--- src/rtl/prom_dl_sync.sv ---
// Parametrised synchronous PROM: cleared after reset, then loaded from the byte-wide download stream.
// Optional second output register stage when PROM_OUTREG_EN is defined (read latency 2).
module prom_dl_sync #(
  parameter int unsigned AW = 8,
  parameter int unsigned DW = 4
) (
  input  logic          clk,
  input  logic          reset,
  input  logic [AW-1:0] addr,
  input  logic          cs,
  output logic [DW-1:0] dout,
  input  logic          dl_wr,
  input  logic [AW-1:0] dl_addr,
  input  logic [7:0]    dl_data,
  output logic          ready,
  output logic [15:0]   checksum
);

  localparam int unsigned DEPTH = 2 ** AW;

  typedef enum logic {INIT, READY} state_e;

  state_e        state_q, state_d;
  logic [AW-1:0] clr_idx_q, clr_idx_d;
  logic [15:0]   checksum_q, checksum_d;
  logic          ready_q, ready_d;
  logic [DW-1:0] dout1_q;

  logic [DW-1:0] mem [DEPTH];

  logic          we_c;
  logic [AW-1:0] waddr_c;
  logic [DW-1:0] wdata_c;

  // Only the low DW bits of a download byte are stored and summed.
  logic unused_dl_hi;
  assign unused_dl_hi = ^dl_data;

  // Next-state and shared write-port mux (clear path vs download path).
  always_comb begin
    state_d    = state_q;
    clr_idx_d  = clr_idx_q;
    checksum_d = checksum_q;
    we_c       = 1'b0;
    waddr_c    = dl_addr;
    wdata_c    = dl_data[DW-1:0];
    unique case (state_q)
      INIT: begin
        we_c      = 1'b1;
        waddr_c   = clr_idx_q;
        wdata_c   = '0;
        clr_idx_d = clr_idx_q + AW'(1);
        if (&clr_idx_q) state_d = READY;
      end
      READY: begin
        if (dl_wr) begin
          we_c       = 1'b1;
          checksum_d = checksum_q + 16'(dl_data[DW-1:0]);
        end
      end
      default: state_d = INIT;
    endcase
    if (reset) we_c = 1'b0;
    ready_d = (state_d == READY);
  end

  // Storage array: no reset so it maps onto block RAM.
  always_ff @(posedge clk) begin
    if (we_c) mem[waddr_c] <= wdata_c;
  end

  // Control registers and first output stage (read-first against the write port).
  always_ff @(posedge clk) begin
    if (reset) begin
      state_q    <= INIT;
      clr_idx_q  <= '0;
      checksum_q <= '0;
      ready_q    <= 1'b0;
      dout1_q    <= '0;
    end else begin
      state_q    <= state_d;
      clr_idx_q  <= clr_idx_d;
      checksum_q <= checksum_d;
      ready_q    <= ready_d;
      if (state_q == INIT) dout1_q <= '0;
      else if (cs)         dout1_q <= mem[addr];
    end
  end

`ifdef PROM_OUTREG_EN
  logic          cs_dly_q;
  logic [DW-1:0] dout2_q;

  // Second stage, enabled by cs delayed one cycle and forced to 0 until ready.
  always_ff @(posedge clk) begin
    if (reset) begin
      cs_dly_q <= 1'b0;
      dout2_q  <= '0;
    end else begin
      cs_dly_q <= cs;
      if (!ready_q)      dout2_q <= '0;
      else if (cs_dly_q) dout2_q <= dout1_q;
    end
  end

  assign dout = dout2_q;
`else
  assign dout = dout1_q;
`endif

  assign ready    = ready_q;
  assign checksum = checksum_q;

endmodule

--- config.mk ---
export PLATFORM = sky130hd
export DESIGN_NAME = prom_dl_sync
export DESIGN_NICKNAME = d
export VERILOG_FILES = /design/src/rtl/prom_dl_sync.sv
export SDC_FILE = /design/constraint.sdc
export NUM_CORES = 1
export LEC_CHECK = 0
export CORE_ASPECT_RATIO = 1.5
export CORE_MARGIN = 1
export CORE_UTILIZATION = 41
export DETAILED_ROUTE_END_ITERATION = 16
export GPL_ROUTABILITY_DRIVEN = 0
export HOLD_SLACK_MARGIN = 0.1
export PLACE_DENSITY = 0.6
export SLEW_MARGIN = 0
export SYNTH_ARGS = -nofsm -noshare
export SYNTH_HDL_FRONTEND = slang
export SYNTH_SLANG_ARGS = --single-unit
--- constraint.sdc ---
create_clock -name clk -period 13.26 [get_ports clk]
set_input_delay 2.652 -clock clk [delete_from_list [all_inputs] [get_ports clk]]
set_output_delay 2.652 -clock clk [all_outputs]
set_load 0.005 [all_outputs]
Word level (Yosys, flattened, before mapping)
Memory sizes are Yosys's and may differ from the RTL's. A register that Yosys moved wholly into a read port is not among the register bits. Cells that the tools add are included.

Add/subtract/negate cells: 2. Multiplexer cells: 9. Bitwise gates (word level): 1. Reduce and logical (&&, ||, !) cells: 3.

Operators by type and width (number): adder 16 x 4 -> 16 bit (1); adder 8 x 1 -> 8 bit, second input constant (1); 2-to-1 mux 8 bit (1); AND reduction 8 bit (1); 2-to-1 mux 1 bit (6); 2-to-1 mux 4 bit (1); one-hot mux 1 bit (2 select lines) (1); AND reduction 2 bit (1); OR reduction 2 bit (1); NOT 1 bit (1).

Register bits after elaboration: 25. Bits in writable memories: 1024. Input bits: 28. Memories kept: 1.

Memory list: mem (depth 256, width 4, rd ports 1, clocked after memory_dff 1, write ports 1, RTL line 29) `logic [DW-1:0] mem [DEPTH];`.

Depth between registers and ports, before layout
Depth in word-level cells: 5. Gate-level depth with buffers: 14. Depth with buffers taken out: 10.

Least setup slack after synthesis
Ideal clock, no wire load.

Path type: input-to-reg. From: input port dl_data[0]. To: memory mem[0][0] (data pin). Library setup time: 0.867 ns. Arrival time: 5.879 ns. Path slack: 6.514 ns. Cell stages on the path: 1. Path through: and2_1.

Cells in the longest elaborated chain, start to end: 1.

RTL lines: from (decl) (RTL line 14) `input logic [7:0] dl_data,`; 2-to-1 mux 4 bit (RTL line 47) `unique case (state_q)`; to (decl) (RTL line 29).

No other way between the ends.

==> implementation parameters <==
Parameter                              Value

Run status
  Result of the run ... finished, final reports clean

Global route
  Global route hottest layer ... met2
  Antenna violations before repair ... 3
  Global-route wire length before repair ... 149,000 microns
  Number of global-route vias before repair ... 22,547
  Remaining global-route overflow ... 0
  Global Route met3 Usage ... 2.64%
  Maximum number of pins on one net before global-route repair ... 139
  Global-route total usage across every layer ... 19.5%
  GRT met2 Usage ... 35.5%
  Global Route met1 Usage ... 22.9%

Place
  Post-detail-place hpwl ... 64,400 microns
  Setup WS pre-CTS ... 6.37 ns
  Port buffer count ... 44

Worst setup path
  Worst Path Max Fanout ... 92
  Required time reported for the critical path endpoint ... 13.82 ns
  Critical path start-end classification ... input pin to flip-flop
  Critical Path Start Type ... input pin
  Cells on worst reg2reg path ... 4
  Critical path arrival ... 6.77 ns
  Register-to-register path setup slack ... 9.51 ns
  Crit end category ... flip-flop

Final layout
  Antenna Diode Count ... 0
  Layout Nets ... 2,368
  Post-layout util ... 45.9%
  Share of layout cells above drive strength 1 ... 15.7%
  Area Growth Syn to Fin ... 11.0%

Pwr
  Switching part of the total power ... 20.2%
  Psw ... 1340 uW
  Standby leakage power ... 0.0164 uW
  Maximum vdd drop ... 0.114 mV
  Total internal power ... 5290 uW
  Power density relative to cell area ... 141 nW/um^2
  Sequential share of power ... 54.3%
  Fraction of power consumed by the clock network ... 42.6%
  Portion of total power attributed to combinational logic ... 3.2%

Routing
  Starting DRC count in detailed routing ... 1,782
  Post-detailed-route wirelength per cell ... 27.2 microns
  Final wirelength ... 101,000 microns
  Overall via count from detail_route ... 21,481
  DRC violations left ... 0
  Detailed-router iteration count before antenna repair ... 7
  Number of nets still failing antenna checks after routing ... 0
  Vias per cell ... 5.77

Timing
  Final setup skew ... 0.0284 ns
  Final-report hold violation count ... 0
  Setup repair after global routing missed its margin ... no
  Setup TNS after final layout ... 0 ns
  Final setup violating endpoints ... 0
  Maximum clock rate ... 161 MHz
  Slew Limit Headroom ... 10.4%
  Slew at the pin closest to its max-slew limit ... 1.31 ns
  Final critical delay including setup and external delays ... 6.21 ns
  Post-route worst setup slack ... 7.05 ns
  Share of the cycle needed by the critical path after routing ... 46.8%
  Final Max Slew Viols ... 0

Yosys
  Synth Flop Type ... sky130_fd_sc_hd__edfxtp_1
  Async S/R FF share, synth ... 0%
  Top post-synthesis cells by area ... sky130_fd_sc_hd__edfxtp_1 72%, sky130_fd_sc_hd__mux4_2 8.8%, sky130_fd_sc_hd__mux2i_1 3.2%
  Synth Net Count ... 2,315
  Most area-hungry cell type in the Yosys netlist ... sky130_fd_sc_hd__edfxtp_1
  Synth warnings ... 0
  Number of synthesized register bits ... 1,053
  Number of library cell types mapped by synthesis ... 70
  Proportion of synthesized chip area in sequential cells ... 73.8%
  Synth top cells by count ... 1,024 x sky130_fd_sc_hd__edfxtp_1, 300 x sky130_fd_sc_hd__nor2_1, 165 x sky130_fd_sc_hd__mux4_2
  Most frequent cell after synthesis ... sky130_fd_sc_hd__edfxtp_1
  Post-synthesis instance area ... 42,400 sq um
  Share of the synthesized area in the top cell type ... 72.4%
  Post-synthesis area per instance ... 18.6 sq um
  Count of flip-flops with a built-in enable after synthesis ... 1,024
  Gate Count Post-Synth ... 2,281

CTS
  Clock transition at the registers of the reported paths ... 0.07 ns
  Post-CTS setup repair buffer count ... 0
  TritonCTS clock tree ... built
  Clock net sink count ... 1,053
  Buffer levels on the longest clock path ... 3
  Root Buffer Master ... sky130_fd_sc_hd__clkbuf_16
  CTS buffer count ... 93
  Hold_buf cts ... 0
  Clock latency of the later-clocked register in the worst-skew pair ... 0.69 ns
  Cells resized by post-CTS repair ... 0
  Number of H-tree levels ... 3

Job
  Max-Cap Viols ... 0

Floorplan
  Cell row count ... 144
  Core area ... 103,000 sq um
  Die Y-Extent ... 396 microns
  Floorplan die width ... 265 microns
  Die ar. ... 105,000 sq um
  Initial cell density of the core ... 41.3%
  I/O pins ... 49

Worst hold path
  Hold path depth ... 2
  Path type of the worst min-delay path ... flip-flop to flip-flop
metrics by stage:
stage | std cells | power (uW) | area [sq um] | hold WS (ns)
CTS | 3726 | 6680 | 47100 | 0.506
detailed placement | 3553 | 3880 | 43900 | 0.496
floorplan | 2281 | 3820 | 42400 | 0.457
global route | 3726 | 6800 | 47100 | 0.520
global placement | 3553 | 3880 | 43900 | 0.482
finish | 3726 | 6630 | 47100 | 0.502
cells by family (layout without fill, tap and decap cells):
kind of cell,after synthesis,after routing,synth area share (%)
flops,1053,1053,73.8
simple gates,492,492,4.94
mux,339,339,14.3
compound gates,230,230,3.93
buf+inv,148,279,2.55
xor+xnor,13,13,0.268
fa+ha+maj,6,6,0.195
power by group through the flow:
stage | registers (uW) | logic, uW | clock network [uW]
after floorplan | 3670 | 151 | 0
after global placement | 3670 | 210 | 0
after detailed placement | 3670 | 212 | 0
after CTS | 3600 | 212 | 2870
after global routing | 3590 | 220 | 2980
final | 3600 | 210 | 2820
layout make-up:
cell class / instances / area, sq um
Clock buffer: 112 / 2520
Clock inverter: 61 / 668
Fill cell: 8563 / 55600
Inverter: 15 / 56.3
Multi-Input combinational cell: 1080 / 10100
Sequential cell: 1053 / 31300
Tap cell: 1314 / 1640
Timing Repair Buffer: 91 / 818
state kept, by name (all words and copies together) (netlist names):
signal / cells
checksum: 16
clr_idx_q: 8
dout: 4
mem: 1024
ready: 1
cell usage in the layout, fill, tap and decap left out, types with 28 or more instances in the layout:
| cell type | n |
|---|---|
| sky130_fd_sc_hd__clkdlybuf4s50_1 | 40 |
| sky130_fd_sc_hd__clkbuf_16 | 97 |
| sky130_fd_sc_hd__nand2_1 | 89 |
| sky130_fd_sc_hd__a21oi_1 | 28 |
| sky130_fd_sc_hd__mux4_1 | 36 |
| sky130_fd_sc_hd__mux2i_1 | 136 |
| sky130_fd_sc_hd__dfxtp_1 | 29 |
| sky130_fd_sc_hd__edfxtp_1 | 1024 |
| sky130_fd_sc_hd__mux4_2 | 165 |
| sky130_fd_sc_hd__buf_4 | 45 |
| sky130_fd_sc_hd__nor2_1 | 298 |
worst max-delay path, cell delays in order:
cell                        delay (ns)
sky130_fd_sc_hd__buf_8            0.45
sky130_fd_sc_hd__buf_12           0.53
sky130_fd_sc_hd__buf_4            0.83
sky130_fd_sc_hd__mux4_2           0.61
sky130_fd_sc_hd__a22o_2           0.28
sky130_fd_sc_hd__a2111oi_0        0.73
sky130_fd_sc_hd__or4_1            0.30
sky130_fd_sc_hd__o311ai_1         0.12
per-layer routing:
layer / part of all wire, % / routed length, microns / up-vias
met5: 0.023 / 23 / -
met4: 3.6 / 3610 / 4
met3: 5.2 / 5280 / 180
met2: 54 / 54600 / 677
met1: 37 / 37700 / 11272
li1: - / - / 9348
final timing paths:
| kind | startpoint | to |
|---|---|---|
| worst min-delay path | checksum[15]$_SDFFE_PP0P_ | checksum[15]$_SDFFE_PP0P_ |
| worst max-delay path | addr[0] | dout[2]$_SDFFE_PP0P_ |
| worst min register to register | checksum[15]$_SDFFE_PP0P_ | checksum[15]$_SDFFE_PP0P_ |
| worst max register to register | ready$_SDFF_PP0_ | mem[49][2]$_DFFE_PP_ |
No activity file was read; power rests on OpenSTA's default activity.
